`config.mk`:
```
export PLATFORM = sky130hd
export DESIGN_NAME = fetch_sequencer
export DESIGN_NICKNAME = d
export VERILOG_FILES = /design/src/rtl/fetch_sequencer.sv
export SDC_FILE = /design/constraint.sdc
export NUM_CORES = 1
export LEC_CHECK = 0
export BUFFER_PORTS_ARGS = -buffer_cell sky130_fd_sc_hd__buf_2
export CAP_MARGIN = 20
export CORE_MARGIN = 2
export CORE_UTILIZATION = 47
export DETAILED_ROUTE_END_ITERATION = 16
export PLACE_DENSITY = 0.76
export SKIP_LAST_GASP = 1
export SYNTH_ARGS = -nofsm -noshare
export SYNTH_HDL_FRONTEND = slang
export SYNTH_SLANG_ARGS = --single-unit
```
`constraint.sdc`:
```
create_clock -name clk -period 2.1 [get_ports clk]
set_input_delay 0.42 -clock clk [delete_from_list [all_inputs] [get_ports clk]]
set_output_delay 0.42 -clock clk [all_outputs]
set_load 0.1 [all_outputs]
```
`src/rtl/fetch_sequencer.sv`:
```
// ============================================================================
// Module  : fetch_sequencer
// Brief   : PC owner and instruction-fetch sequencer (fetch, issue, redirect, halt)
// Revision: 1.0
// ============================================================================
`default_nettype none

module fetch_sequencer #(
  parameter int                ADDR_W       = 16,
  parameter int                DATA_W       = 16,
  parameter logic [ADDR_W-1:0] RESET_VECTOR = 16'h0000,
  parameter int                PC_STEP      = 1
) (
  input  logic              clk,
  input  logic              rst,
  output logic              mem_req,
  output logic [ADDR_W-1:0] mem_addr,
  input  logic              mem_ack,
  input  logic [DATA_W-1:0] mem_rdata,
  output logic [DATA_W-1:0] instr,
  output logic [ADDR_W-1:0] instr_pc,
  output logic              instr_valid,
  input  logic              instr_ready,
  input  logic              redirect_valid,
  input  logic [ADDR_W-1:0] redirect_addr,
  input  logic              halt,
  output logic [ADDR_W-1:0] pc,
  output logic              halted
);

  // S_DROP is the single bubble cycle after a fetch discarded by a redirect.
  typedef enum logic [2:0] {
    S_IDLE   = 3'd0,
    S_REQ    = 3'd1,
    S_ISSUE  = 3'd2,
    S_DROP   = 3'd3,
    S_HALTED = 3'd4
  } state_t;

  state_t              state_q, state_d;
  logic [ADDR_W-1:0]   pc_q, pc_d;
  logic [DATA_W-1:0]   instr_q, instr_d;
  logic [ADDR_W-1:0]   instr_pc_q, instr_pc_d;
  logic                pend_q, pend_d;
  logic [ADDR_W-1:0]   pend_addr_q, pend_addr_d;

  always_ff @(posedge clk or posedge rst) begin
    if (rst) begin
      state_q     <= S_IDLE;
      pc_q        <= RESET_VECTOR;
      instr_q     <= '0;
      instr_pc_q  <= '0;
      pend_q      <= 1'b0;
      pend_addr_q <= '0;
    end else begin
      state_q     <= state_d;
      pc_q        <= pc_d;
      instr_q     <= instr_d;
      instr_pc_q  <= instr_pc_d;
      pend_q      <= pend_d;
      pend_addr_q <= pend_addr_d;
    end
  end

  always_comb begin
    state_d     = state_q;
    pc_d        = pc_q;
    instr_d     = instr_q;
    instr_pc_d  = instr_pc_q;
    pend_d      = pend_q;
    pend_addr_d = pend_addr_q;

    unique case (state_q)
      S_IDLE: begin
        if (redirect_valid) pc_d = redirect_addr;
        state_d = halt ? S_HALTED : S_REQ;
      end

      S_REQ: begin
        if (mem_ack) begin
          if (pend_q || redirect_valid) begin
            // A same-cycle redirect is the newest target, so it wins over the pending one.
            pc_d    = redirect_valid ? redirect_addr : pend_addr_q;
            pend_d  = 1'b0;
            state_d = S_DROP;
          end else begin
            instr_d    = mem_rdata;
            instr_pc_d = pc_q;
            pc_d       = pc_q + ADDR_W'(PC_STEP);
            state_d    = S_ISSUE;
          end
        end else if (redirect_valid) begin
          pend_d      = 1'b1;
          pend_addr_d = redirect_addr;
        end
      end

      S_ISSUE: begin
        if (redirect_valid) begin
          pc_d    = redirect_addr;
          state_d = S_REQ;
        end else if (instr_ready) begin
          state_d = halt ? S_HALTED : S_REQ;
        end
      end

      S_DROP: begin
        if (redirect_valid) pc_d = redirect_addr;
        state_d = S_REQ;
      end

      S_HALTED: begin
        if (redirect_valid) pc_d = redirect_addr;
        if (!halt) state_d = S_REQ;
      end

      default: state_d = S_IDLE;
    endcase
  end

  assign mem_req     = (state_q == S_REQ);
  assign mem_addr    = pc_q;
  assign pc          = pc_q;
  assign instr       = instr_q;
  assign instr_pc    = instr_pc_q;
  assign instr_valid = (state_q == S_ISSUE);
  assign halted      = (state_q == S_HALTED);

endmodule

`default_nettype wire

```
-- Yosys cells after proc, flatten, opt, wreduce, memory -nomap -nowiden
Index checks and enable logic that the tools add are counted.
- register bits: 68
- output and inout port bits: 67
- logic and storage cells: 43
- add/subtract/negate cells: 1
- equality and inequality tests: 9
- mux-type cells: 15
- bitwise operators: 2
- reductions and logical operators: 10
- operators with widths (kind ; number):
    $mux 16 ; 4
    $pmux 16 s2 ; 1
    $add 16x1->16 const B ; 1
    $mux 3 ; 5
    $pmux 3 s5 ; 1
    $reduce_and 3->1 ; 4
    $eq 3x2->1 const B ; 2
    $ne 2x1->1 const B ; 3
    $mux 1 ; 4
    $reduce_bool 2->1 ; 2
    $reduce_or 4->1 ; 1
    $eq 3x1->1 const B ; 1
    $eq 3x3->1 const B ; 1
    $logic_not 3->1 ; 1
    $ne 3x1->1 const B ; 1
    $ne 2x2->1 const B ; 1
    $not 1->1 ; 2
    $reduce_and 2->1 ; 1
    $logic_or 1x1->1 ; 1

-- Logic depth before layout (Yosys ltp)
- depth in word-level cells: 4
- depth in mapped cells: 8

-- Worst setup path after synthesis
No wires, ideal clock.
- kind: reg-to-output
- start point: register state_q[2]
- end point: output halted
- arrival: 2857 ps
- path buffers: 1
- setup slack: -1177 ps
- stages on the path, launching flop included: 4
- cells stage by stage: dfrtp_1 buf_1 inv_1 nor3_1
- word-level cells in the longest chain between the ends: 1
- ends and longest elaborated chain (element ; line ; text):
    start: declaration ; 40 ; state_t state_q, state_d;
    start signal: assignment ; 56 ; state_q <= state_d;
    $eq 3x3->1 ; 127 ; assign halted = (state_q == S_HALTED);
    end: declaration ; 28 ; output logic halted
No other way between the ends.

-- Worst setup path after layout
- start point: register state_q[1]
- end point: output mem_req
- word-level cells in the longest chain between the ends: 1
- ends and longest elaborated chain (element ; line ; text):
    $eq 3x1->1 ; 121 ; assign mem_req = (state_q == S_REQ);
    end: declaration ; 16 ; output logic mem_req,
No other way between the ends.

==> flow_summary.json <==
{
  "nFillCells": 633,
  "drv_cap": 0,
  "grt_use_met1": 0.284,
  "synth_area_leaders": "dfrtp_1 47%, mux2_4 12%, a21oi_1 3.7%",
  "synthCells": 319,
  "viasPerCell": 5.37,
  "synth_edf_count": 0,
  "routed_wl_mm": 8.23,
  "ant_nets": 0,
  "min_period_ns": 2.04,
  "arrival_ns": 1.62,
  "rows": 31,
  "period_share": 0.972,
  "die_y_um": 91.7,
  "seq_area_um2": 1710,
  "cpPeakStageDelay_ns": 0.44,
  "drive_gt1_frac": 0.482,
  "grtUsageMet3": 0.0370,
  "cp.required_ns": 1.68,
  "core_area_um2": 7370,
  "areaGrowthSynthToFinish_pct": 24.4,
  "grt_max_degree": 27,
  "port_buffers": 104,
  "synth_ff_type": "dfrtp_1",
  "finalClockSkew_ns": 0.00868,
  "final_common_cell": "buf_2",
  "critPathCaptureType": "output pin",
  "die-area_um2": 8410,
  "status": "complete, no violations",
  "r2r-end": "mem_addr[12]",
  "multi_input_area_um2": 1700,
  "drc_errors": 0,
  "synth_top_area_frac": 0.471,
  "placed_area_um2": 4290,
  "hold_path.class": "input port to asynchronous set/reset pin",
  "timing.rr.start": "mem_addr[0]",
  "cts_tree": "done",
  "start_util": 0.491,
  "path_class": "register to output pin",
  "relSlewSlack": 0.658,
  "h-tree-depth": 3,
  "hold_buffers": 0,
  "grt_first_pass_wirelength_mm": 13.4,
  "ys_warn_count": 0,
  "dpl.hpwl_mm": 5.93,
  "finalWeightedCongestion": 0.839,
  "clkSlewWorstSetupHoldPaths_ns": 0.08,
  "met2_usage": 0.308,
  "root_buffer": "clkbuf_8",
  "drt_iter0_drc": 180,
  "syn-num-nets": 358,
  "cp_cell_sequence": "buf_4 -> nand2b_1 -> nor2_4 -> buf_12",
  "diodes": 0,
  "place_ws_ns": 0.187,
  "seq_area_frac_synth": 0.471,
  "yosys_register_bits": 68,
  "reg2reg_depth": 6,
  "grt_pass1_vias": 2666,
  "first_pass_iters": 5,
  "clock.fmax_mhz": 490,
  "reg2reg_slack_ns": 0.19,
  "drv_slew": 0,
  "async_flop_share": 1.00,
  "fin_ws_ns": 0.0594,
  "critPathLaunchType": "register",
  "worstPathMaxFanout": 7,
  "syn_area_um2": 3620,
  "postLayoutCellArea_um2": 4500,
  "report.final.setup_viol": 0,
  "crit_slowest_cell": "dfrtp_1",
  "worst_slew_pin_slew_ns": 0.508,
  "track_usage": 0.201,
  "grt.busiest_layer": "met2",
  "antenna_found_initial": 0,
  "synth_top_area_cell": "dfrtp_1",
  "die_width_um": 91.7,
  "synthDistinctLibCells": 54,
  "cts_buffer_depth": 2,
  "clock-sinks": 68,
  "rsz0062_at_grt": "true",
  "finalHoldViolCount": 0,
  "numCtsBuffers": 9,
  "fin_nets": 459,
  "synth.avg_cell_area_um2": 11.3,
  "layout_common_cells": "102 x buf_2, 58 x dfrtp_1, 30 x mux2_4",
  "via_count": 2815,
  "insertion_delay_ns": 0.35,
  "io_pins": 105,
  "wl_per_cell_um": 15.7,
  "grt-ovfl-total": 0
}
## how the worst max path moves through the flow
stage | start | to | slack, ns | cells after the start
finish | state_q[1] | mem_req | 0.06 | 4
global route | state_q[1] | mem_req | -0.02 | 4
CTS | state_q[1] | mem_req | 0.06 | 4
detailed placement | mem_addr[0] | mem_addr[12] | 0.19 | 6
global placement | mem_addr[0] | mem_addr[12] | 0.23 | 6
floorplan | state_q[2] | halted | -0.09 | 3
## flip-flops by register name, summed over array words and instances, names as in the netlist
signal,flops
state_q,3
mem_addr,16
pend_q,1
instr_pc,16
instr,16
pend_addr_q,16
## per-layer routing
layer | vias up | wire [µm]
met5 | - | 0
met4 | 0 | 138
met3 | 14 | 520
met2 | 113 | 3880
met1 | 1359 | 3690
li1 | 1329 | -
## worst max-delay path: cells and delay by family (launching register included)
family / cells / cell delay (ns)
buffers and inverters: 2 / 0.38
and+or+nand+nor: 2 / 0.46
DFF: 1 / 0.44
## Yosys cell counts, types with 4 or more instances
| cell type | instances |
|---|---|
| nand2_1 | 23 |
| nand3b_1 | 5 |
| xor2_1 | 4 |
| mux2i_1 | 4 |
| a21oi_1 | 27 |
| nand2b_1 | 4 |
| mux2_1 | 9 |
| buf_6 | 4 |
| nand3_1 | 10 |
| nand4_1 | 4 |
| clkbuf_1 | 4 |
| mux2_4 | 30 |
| buf_2 | 8 |
| o21ai_0 | 17 |
| buf_4 | 17 |
| nor2_1 | 14 |
| nor3b_1 | 4 |
| o211ai_1 | 4 |
| nor3_1 | 8 |
| inv_1 | 5 |
| dfrtp_1 | 68 |
| mux2_2 | 9 |
## final cells by class
class | instances | area share
flip-flops and latches | 68 | 0.381
clock inverters | 7 | 0.0170
repair buffers | 124 | 0.164
well taps | 99 | 0.0275
clock buffers | 9 | 0.0275
inverters | 6 | 0.00584
multi-input cells | 211 | 0.377
## metrics by stage
| stage | hold WS, ns | util | TNS (ns) | instances |
|---|---|---|---|---|
| 6_report | 0.0728 | 0.611 | 0 | 524 |
| 4_1_cts | 0.0788 | 0.609 | 0 | 523 |
| 3_5_place_dp | 0.445 | 0.581 | 0 | 507 |
| 3_3_place_gp | 0.441 | 0.581 | 0 | 507 |
| 5_1_grt | 0.0911 | 0.611 | -0.0197 | 524 |
| 2_1_floorplan | 0.448 | - | -0.0937 | 319 |
## timing repair
action	4_1_cts	5_1_grt
setup endpoints to repair	0	2
setup buffers	0	1
gates resized for setup	0	1
## kinds of logic after synthesis
group,Yosys count,share of synthesized area
compound gates,66,0.113
buf+inv,40,0.0702
simple gates,85,0.133
mux,53,0.196
xor+xnor,6,0.0145
flops,68,0.471
fa+ha+maj,1,0.00346
Power is not shown: default switching activity piles up to over one toggle a cycle in this logic, so the estimate is an artifact.
